===== config.mk =====
export PLATFORM = sky130hd
export DESIGN_NAME = alu_arbiter
export DESIGN_NICKNAME = d
export VERILOG_FILES = /design/src/rtl/alu_arbiter.sv
export SDC_FILE = /design/constraint.sdc
export NUM_CORES = 1
export LEC_CHECK = 0
export ABC_CLOCK_PERIOD_IN_PS = 5900
export BUFFER_PORTS_ARGS = -buffer_cell sky130_fd_sc_hd__buf_4
export CORE_AREA = 2 2 116 118
export CTS_BUF_LIST = sky130_fd_sc_hd__clkbuf_4
export DETAILED_ROUTE_END_ITERATION = 8
export DIE_AREA = 0 0 118 120
export PLACE_DENSITY = 0.7
export SETUP_SLACK_MARGIN = 0.4
export SYNTH_ARGS = -nofsm -noshare
export SYNTH_HDL_FRONTEND = slang
export SYNTH_SLANG_ARGS = --single-unit
export TNS_END_PERCENT = 5

===== constraint.sdc =====
create_clock -name clk -period 5.9 [get_ports clk]
set_clock_uncertainty 0.1 [all_clocks]
set_input_delay 1.77 -clock clk [delete_from_list [all_inputs] [get_ports clk]]
set_output_delay 1.77 -clock clk [all_outputs]
set_load 0.05 [all_outputs]

===== src/rtl/alu_arbiter.sv =====
// Two-port round-robin arbiter in front of a shared single-cycle 32-bit ALU.
// Operands are latched at grant, the ALU runs for one EXEC cycle, and the result is held until its owner takes it.
module alu_arbiter #(
  parameter int DATA_W = 32
) (
  input  logic              clk,
  input  logic              reset,
  input  logic              req_valid0,
  input  logic              req_valid1,
  output logic              req_ready0,
  output logic              req_ready1,
  input  logic [DATA_W-1:0] req_in1_0,
  input  logic [DATA_W-1:0] req_in2_0,
  input  logic [DATA_W-1:0] req_in1_1,
  input  logic [DATA_W-1:0] req_in2_1,
  input  logic [3:0]        req_op_0,
  input  logic [3:0]        req_op_1,
  input  logic [4:0]        req_shmt_0,
  input  logic [4:0]        req_shmt_1,
  output logic              rsp_valid0,
  output logic              rsp_valid1,
  input  logic              rsp_ready0,
  input  logic              rsp_ready1,
  output logic [DATA_W-1:0] rsp_out,
  output logic              rsp_zero,
  output logic              rsp_err,
  output logic [DATA_W-1:0] alu_in1,
  output logic [DATA_W-1:0] alu_in2,
  output logic [3:0]        alu_op,
  output logic [4:0]        alu_shmt,
  input  logic [DATA_W-1:0] alu_out
);

  typedef enum logic [1:0] {IDLE, EXEC, RESP} state_t;

  state_t            state_q;
  logic              last_q;
  logic              owner_q;
  logic [DATA_W-1:0] in1_q, in2_q, rsp_out_q;
  logic [3:0]        op_q;
  logic [4:0]        shmt_q;
  logic              rsp_zero_q, rsp_err_q, rsp_valid0_q, rsp_valid1_q;

  logic              grant1_d;
  logic              legal_d;
  logic [DATA_W-1:0] res_d;
  logic              rsp_take_d;

  // Port 1 wins when it is the only one asking, or on a tie when port 0 went last.
  assign grant1_d   = req_valid1 && (!req_valid0 || !last_q);
  assign req_ready1 = (state_q == IDLE) && grant1_d;
  assign req_ready0 = (state_q == IDLE) && req_valid0 && !grant1_d;

  always_comb begin
    legal_d = 1'b0;
    case (op_q)
      4'b0000, 4'b0001, 4'b0010, 4'b0100,
      4'b0110, 4'b0111, 4'b1100: legal_d = 1'b1;
      default:                   legal_d = 1'b0;
    endcase
  end

  assign res_d      = legal_d ? alu_out : '0;
  assign rsp_take_d = owner_q ? rsp_ready1 : rsp_ready0;

  always_ff @(posedge clk or posedge reset) begin
    if (reset) begin
      state_q      <= IDLE;
      last_q       <= 1'b1;
      owner_q      <= 1'b0;
      in1_q        <= '0;
      in2_q        <= '0;
      op_q         <= '0;
      shmt_q       <= '0;
      rsp_out_q    <= '0;
      rsp_zero_q   <= 1'b0;
      rsp_err_q    <= 1'b0;
      rsp_valid0_q <= 1'b0;
      rsp_valid1_q <= 1'b0;
    end else begin
      case (state_q)
        IDLE: begin
          if (req_ready0) begin
            in1_q   <= req_in1_0;
            in2_q   <= req_in2_0;
            op_q    <= req_op_0;
            shmt_q  <= req_shmt_0;
            owner_q <= 1'b0;
            last_q  <= 1'b0;
            state_q <= EXEC;
          end else if (req_ready1) begin
            in1_q   <= req_in1_1;
            in2_q   <= req_in2_1;
            op_q    <= req_op_1;
            shmt_q  <= req_shmt_1;
            owner_q <= 1'b1;
            last_q  <= 1'b1;
            state_q <= EXEC;
          end
        end
        EXEC: begin
          rsp_out_q    <= res_d;
          rsp_zero_q   <= (res_d == '0);
          rsp_err_q    <= !legal_d;
          rsp_valid0_q <= !owner_q;
          rsp_valid1_q <= owner_q;
          state_q      <= RESP;
        end
        RESP: begin
          if (rsp_take_d) begin
            rsp_valid0_q <= 1'b0;
            rsp_valid1_q <= 1'b0;
            state_q      <= IDLE;
          end
        end
        default: state_q <= IDLE;
      endcase
    end
  end

  assign alu_in1    = in1_q;
  assign alu_in2    = in2_q;
  assign alu_op     = op_q;
  assign alu_shmt   = shmt_q;
  assign rsp_out    = rsp_out_q;
  assign rsp_zero   = rsp_zero_q;
  assign rsp_err    = rsp_err_q;
  assign rsp_valid0 = rsp_valid0_q;
  assign rsp_valid1 = rsp_valid1_q;

endmodule


==> results of run 1 <==
## worst register-to-register path, stage by stage (launching register included)
cell and delay (ns):
dfrtp_1 0.48, nor2_1 0.32, and3_2 0.26, buf_4 0.61, mux2i_1 0.26, o21ai_0 0.09
## synthesized netlist by cell type (2+ instances only)
| master | number | area share (%) |
|---|---|---|
| nor2b_1 | 4 | 0.54 |
| a21oi_1 | 6 | 0.64 |
| o21ai_0 | 4 | 0.43 |
| a22oi_1 | 73 | 12 |
| dfrtp_1 | 112 | 60 |
| a22o_1 | 32 | 6.0 |
| inv_1 | 7 | 0.56 |
| clkbuf_1 | 11 | 0.89 |
| nand4_1 | 2 | 0.27 |
| buf_2 | 13 | 1.4 |
| nor4_1 | 8 | 1.1 |
| buf_6 | 6 | 1.4 |
| nand2_1 | 151 | 12 |
## where the power goes
part / internal (uW) / switching, uW / leakage, uW
Clock: 341 / 317 / 0.000169
Combinational: 825 / 1910 / 0.00230
Sequential: 1130 / 219 / 0.00141
Total: 2300 / 2440 / 0.00388
## worst min-delay path by stage
stage | startpoint | to | slack (ns) | depth (start not counted)
after floorplan | last_q | last_q | 0.41 | 2
after global placement | alu_in2[7] | alu_in2[7] | 0.36 | 2
after detailed placement | alu_in2[26] | alu_in2[26] | 0.36 | 2
after CTS | alu_in1[14] | alu_in1[14] | 0.39 | 2
after global routing | alu_in2[17] | alu_in2[17] | 0.41 | 2
final | alu_in1[17] | alu_in1[17] | 0.38 | 2
## flip-flops by register name (all words and copies together), names as in the netlist
register and cells:
alu_in1 32, alu_in2 32, rsp_out 32, alu_shmt 5, alu_op 4, state_q 2
last_q 1, owner_q 1, rsp_err 1, rsp_valid0 1, rsp_valid1 1, rsp_zero 1
## cell families after synthesis
kind of cell / count (synthesis) / share of synthesized area (%)
buffers and inverters: 38 / 4.373
AO/OA/AOI/OAI: 121 / 19.83
flip-flops: 113 / 60.67
AND/OR/NAND/NOR: 172 / 14.92
multiplexers: 1 / 0.2147
## area by class of cell
cell class	instances	share of cell area, %
sequential	113	38.70
timing repair buffer	299	30.71
multi-input combinational	294	22.58
tap	176	3.013
clock inverter	15	2.859
clock buffer	17	1.746
inverter	7	0.3937
## layer usage
metal | global-route usage (%) | vias up | share of wire [%]
met4 | 5.723 | 0 | 0.88
met1 | 26.30 | 2177 | 41
met3 | 5.941 | 8 | 7.9
li1 | - | 2156 | -
met5 | 0 | - | 0
met2 | 34.34 | 220 | 50
## through the flow
stage	cells	util [%]	setup slack (ns)	area, um^2
after floorplan	445	-	1.044	4663
after global placement	889	53.72	1.397	6973
after detailed placement	889	53.72	1.395	6973
after CTS	921	56.31	1.388	7310
after global routing	921	56.31	1.345	7310
final	921	56.31	1.392	7310
==> metrics, run 1 <==
run status=complete, no violations; Iter 0 DRT Violations=305; summed instance area of the synthesized netlist=4663 um^2; power per standard cell area=648.5 nW/um^2; combined flip-flop and latch cell area=2829 um^2; setup tns final=0 ns; cell depth of the worst flop-to-flop path=5; first element of the critical path=req_valid0; critical path buffer and inverter count=2; crit start category=input port; slowest stage delay, CP=0.41 ns; crit-path leading delay family=simple AND/OR/NAND/NOR gates; number of nets still failing antenna checks after routing=0; power after layout=4740 uW; number of flops mapped to enable cells by yosys=0; number of instances in the synthesized netlist=445; capturing point of the worst reg2reg path=alu_op[1]; net count of the finished layout=roughly 900; total of max-cap violations=0; number of H-tree levels=4; Die H=120 um; clock root cell=clkbuf_4; min Tclk post-route=4.508 ns; top-level I/O count=295; DRT Wirelength=14430 um; number of antenna violations at the first check in global routing=0; Relative slew margins=29.22%; Cell variety after synth=29; Most Frequent Cell on Critical Path=buf_4; quantity of gates resized following cts=0; fill cell total of the finished layout=1129; RD Place Congestion=0.9073; Reg2Reg Setup Slack=3.62 ns; Worst Path Required=around 4.0 ns; Sink Count=113; fraction of final layout cells with drive strength greater than 1=between 40% and 50%; Longest Clk Path Bufs=2; maximum fanout count along the critical path=4; buffer count from post-CTS setup fixing=0; synthesis-to-finish area growth=56.75%; insertion delay to the later sink of the worst-skew pair=0.49 ns; total iterations of the first detailed-routing run=4; number of CTS-inserted buffers=17; placeable core area=roughly 13000 um^2; clock tree from TritonCTS=done; most used cells in the layout excluding fill and tap cells=299 x buf_4, 151 x nand2_1, 112 x dfrtp_1; Multi-input gate area=approximately 1700 um^2; post-cts hold buffer count=0; quantity of I/O buffers inserted on ports=294; Max Clock Freq=between 0.2 and 0.25 GHz; number of core rows=42; Primary FF master, synth=dfrtp_1; static power due to leakage=between 0.003 and 0.004 uW; CP Class=input port to output pin; chain of cells forming the critical path=buf_4 -> or3b_1 -> a21oi_4 -> buf_4; DRC=0; warning count from the yosys run=0; mean number of vias per cell=4.952; logic depth of the worst setup path including buffers=4; final period utilization=76.40%; first-pass GRT wire length=between 20000 and 25000 um; GR Util All Layers=20.60%; worst-case vdd ir drop=0.0004132 V; Post-Synthesis Net Count=629; start of the worst register-to-register path=state_q[0]; mean area per synthesized cell=between 10 and 15 um^2; number of register bits inferred by synthesis=about 110; CP Data Arrival Time=2.64 ns; sum of overflow across all layers after global routing=0; transition at the pin with the smallest max-transition slack=1.062 ns; endpoint kind of the worst setup timing path=output pin; Async S/R FF share, synth=100.0%; final-report hold violation count=0; Initial Utilization=35.93%; type of the most critical hold path=register to register; antenna fix cells=0; slowest library cell on the worst path=or3b_1; number of vias after detailed routing=4561; final-report max-slew violation count=0; Die ar.=14160 um^2; unrepaired setup endpoints after global routing=false; placed wire-length estimate after detailed placement=10520 um; die width=around 120 um; commonest non-fill, non-tap cell in the layout=buf_4; final setup violating endpoints=0; end point of the critical path=req_ready0; sequential element share of the synthesized area=about three fifths; pin count of the biggest net entering global routing=79; vias in the first global route=approximately 4500; worst hold-check slack=0.3848 ns; average wire per cell in the routed design=15.67 um; Worst-path clk slew=0.10 ns
Power figures use the tool's default switching activity.
==> run 2: changes to the inputs <==
--- a/config.mk
+++ b/config.mk
@@ -5,13 +5,13 @@
 export SDC_FILE = /design/constraint.sdc
 export NUM_CORES = 1
 export LEC_CHECK = 0
-export ABC_CLOCK_PERIOD_IN_PS = 5900
+export ABC_CLOCK_PERIOD_IN_PS = 3700
 export BUFFER_PORTS_ARGS = -buffer_cell sky130_fd_sc_hd__buf_4
-export CORE_AREA = 2 2 116 118
+export CORE_AREA = 2 2 115 117
 export CTS_BUF_LIST = sky130_fd_sc_hd__clkbuf_4
 export DETAILED_ROUTE_END_ITERATION = 8
-export DIE_AREA = 0 0 118 120
-export PLACE_DENSITY = 0.7
+export DIE_AREA = 0 0 117 119
+export PLACE_DENSITY = 0.74
 export SETUP_SLACK_MARGIN = 0.4
 export SYNTH_ARGS = -nofsm -noshare
 export SYNTH_HDL_FRONTEND = slang
==> constraint.sdc (replaced) <==
create_clock -name clk -period 3.7 [get_ports clk]
set_clock_uncertainty 0.1 [all_clocks]
set_input_delay 1.11 -clock clk [delete_from_list [all_inputs] [get_ports clk]]
set_output_delay 1.11 -clock clk [all_outputs]
set_load 0.05 [all_outputs]
==> run 2 against run 1 <==
  * Flip-flop and latch count unchanged
  * Die area decreased by 1.7%
  * Via count increased by 0.33%
  * Worst hold slack got worse by 0.0027 ns
  * Clock power increased by 18%
  * Register-to-register slack got worse by 2.2 ns
  * First-iteration DRC count decreased by 4.3%
  * Clock-buffer cell count increased by 4
  * Worst setup slack got worse by 0.91 ns
==> metrics, run 2 (same netlist as run 1, synthesis figures left out) <==
synthesis-to-finish area growth=55.14%; static power due to leakage=0.003854 uW (-0.78%); most used cells in the layout excluding fill and tap cells=298 x buf_4, 151 x nand2_1, 112 x dfrtp_1; Worst Path Required=2.49 ns (-1.54 ns); clock tree from TritonCTS=done; CP Class=input port to output pin; mean number of vias per cell=4.969 (+0.33%); endpoint kind of the worst setup timing path=output pin; top-level I/O count=295 (unchanged); pin count of the biggest net entering global routing=75 (-5.1%); antenna fix cells=0 (unchanged); crit path setup slack, layout=0.4823 ns (-0.9099 ns); CP Data Arrival Time=2.01 ns (-0.63 ns); fill cell total of the finished layout=1174 (+4.0%); placed wire-length estimate after detailed placement=10610 um (+0.83%); worst-case vdd ir drop=0.0005397 V (+31%); Worst-path clk slew=0.10 ns (about the same); post-cts hold buffer count=0 (unchanged); final-report hold violation count=0 (unchanged); DRT Wirelength=14280 um (-1.0%); internal power contribution=3482 uW (+52%); Die H=119 um (-0.83%); maximum fanout count along the critical path=4 (unchanged); number of H-tree levels=4 (unchanged); Longest Clk Path Bufs=2 (unchanged); unrepaired setup endpoints after global routing=false; net count of the finished layout=917 (+0.11%); Initial Utilization=36.22% (+0.29 points); worst slack after detailed placement=0.4891 ns (-0.9062 ns); DRC=0 (unchanged); sum of overflow across all layers after global routing=0 (unchanged); final-report max-slew violation count=0 (unchanged); first-pass GRT wire length=22050 um (-4.7%); RD Place Congestion=0.8035 (-11%); number of CTS-inserted buffers=17 (unchanged); non-filler cells, final=921 (unchanged); crit start category=input port; quantity of I/O buffers inserted on ports=294 (unchanged); quantity of gates resized following cts=0 (unchanged); GR Util All Layers=20.52% (-0.081 points); Relative slew margins=29.42% (+0.21 points); run status=complete, no violations; Sink Count=113 (unchanged); power per standard cell area=1008 nW/um^2 (+56%); buffer count from post-CTS setup fixing=0 (unchanged); net switching power=3814 uW (+56%); critical path buffer and inverter count=2 (unchanged); fraction of power spent switching nets=52.28% (+0.75 points); commonest non-fill, non-tap cell in the layout=buf_4; chain of cells forming the critical path=buf_4 -> or3b_1 -> a21oi_4 -> buf_4; vias in the first global route=4607 (+2.8%); transition at the pin with the smallest max-transition slack=1.059 ns (-0.003082 ns); final setup violating endpoints=0 (unchanged); fraction of final layout cells with drive strength greater than 1=44.43% (-0.81 points); slowest library cell on the worst path=or3b_1; Most Frequent Cell on Critical Path=buf_4; Iter 0 DRT Violations=292 (-4.3%); slowest stage delay, CP=0.41 ns (about the same); Clock Power Share=10.7% (-3.2 points); crit-path leading delay family=simple AND/OR/NAND/NOR gates; setup tns final=0 ns (unchanged); insertion delay to the later sink of the worst-skew pair=0.50 ns (about the same); number of core rows=42 (unchanged); number of antenna violations at the first check in global routing=0 (unchanged); average wire per cell in the routed design=15.51 um (-1.0%); Max Clock Freq=0.3108 GHz; clock root cell=clkbuf_4; total iterations of the first detailed-routing run=4 (unchanged); number of vias after detailed routing=4576 (+0.33%); final period utilization=86.96%; number of nets still failing antenna checks after routing=0 (unchanged); placeable core area=12870 um^2 (-0.81%); min Tclk post-route=3.218 ns; die width=117 um (-0.85%); Die ar.=13920 um^2 (-1.7%); total placed cells including tap cells=890 (+0.11%); type of the most critical hold path=register to register; power share of the sequential group=29.5% (+1.0 points); share of power burned in combinational logic=59.8% (+2.2 points); total of max-cap violations=0 (unchanged)
-- run 2: layer usage --
| layer | routed length [um] | part of all wire (%) | up-vias | GRT usage, % |
|---|---|---|---|---|
| met2 | 7201 | 50 | 225 | 35.01 |
| met5 | 0 | 0 | - | 0 |
| met3 | 1244 | 8.7 | 30 | 6.361 |
| met4 | 407 | 2.8 | 0 | 9.485 |
| li1 | - | - | 2156 | - |
| met1 | 5429 | 38 | 2165 | 23.17 |
-- run 2: through the flow --
step / hold WS [ns] / cell area (um^2) / total power (uW) / util (%)
2_1_floorplan: 0.4109 / 4667 / 5164 / -
3_3_place_gp: 0.3612 / 7007 / 6472 / 54.42
3_5_place_dp: 0.3635 / 7007 / 6559 / 54.42
4_1_cts: 0.3863 / 7234 / 7367 / 56.19
5_1_grt: 0.4072 / 7234 / 7712 / 56.19
6_report: 0.3821 / 7234 / 7295 / 56.19
-- run 2: path summary, 6_finish.rpt --
check | from | end | cells after the start | slack [ns]
worst max-delay path | req_valid0 | req_ready0 | 4 | 0.48
worst max register to register | state_q[1] | alu_op[1] | 5 | 1.45
worst min-delay path | alu_shmt[2] | alu_shmt[2] | 2 | 0.38
worst min register to register | alu_shmt[2] | alu_shmt[2] | 2 | 0.38
max in group asynchronous | reset | alu_in1[27] | 3 | 2.30
min in group asynchronous | reset | rsp_out[1] | 2 | 0.46
-- run 2: worst reg2reg max path: cells and delay by family (launching register included) --
kind | cells | cell delay (ns)
flops | 1 | 0.47
simple gates | 2 | 0.58
mux | 1 | 0.27
buf+inv | 1 | 0.61
compound gates | 1 | 0.08
-- run 2: area by class of cell --
class | count | area [um^2] | share of cell area (%)
sequential | 113 | 2829 | 39.10
inverter | 7 | 30.03 | 0.4151
tap | 176 | 220.2 | 3.044
timing repair buffer | 300 | 2277 | 31.48
clock inverter | 10 | 70.07 | 0.9685
multi-input combinational | 294 | 1650 | 22.81
clock buffer | 21 | 157.7 | 2.179
-- run 2: power by group through the flow --
stage / Combinational (uW) / Clock, uW / Sequential [uW]
2_1_floorplan: 1170 / 0 / 3990
3_3_place_gp: 4330 / 0 / 2140
3_5_place_dp: 4390 / 0 / 2170
4_1_cts: 4400 / 813 / 2150
5_1_grt: 4620 / 875 / 2220
6_report: 4360 / 777 / 2150
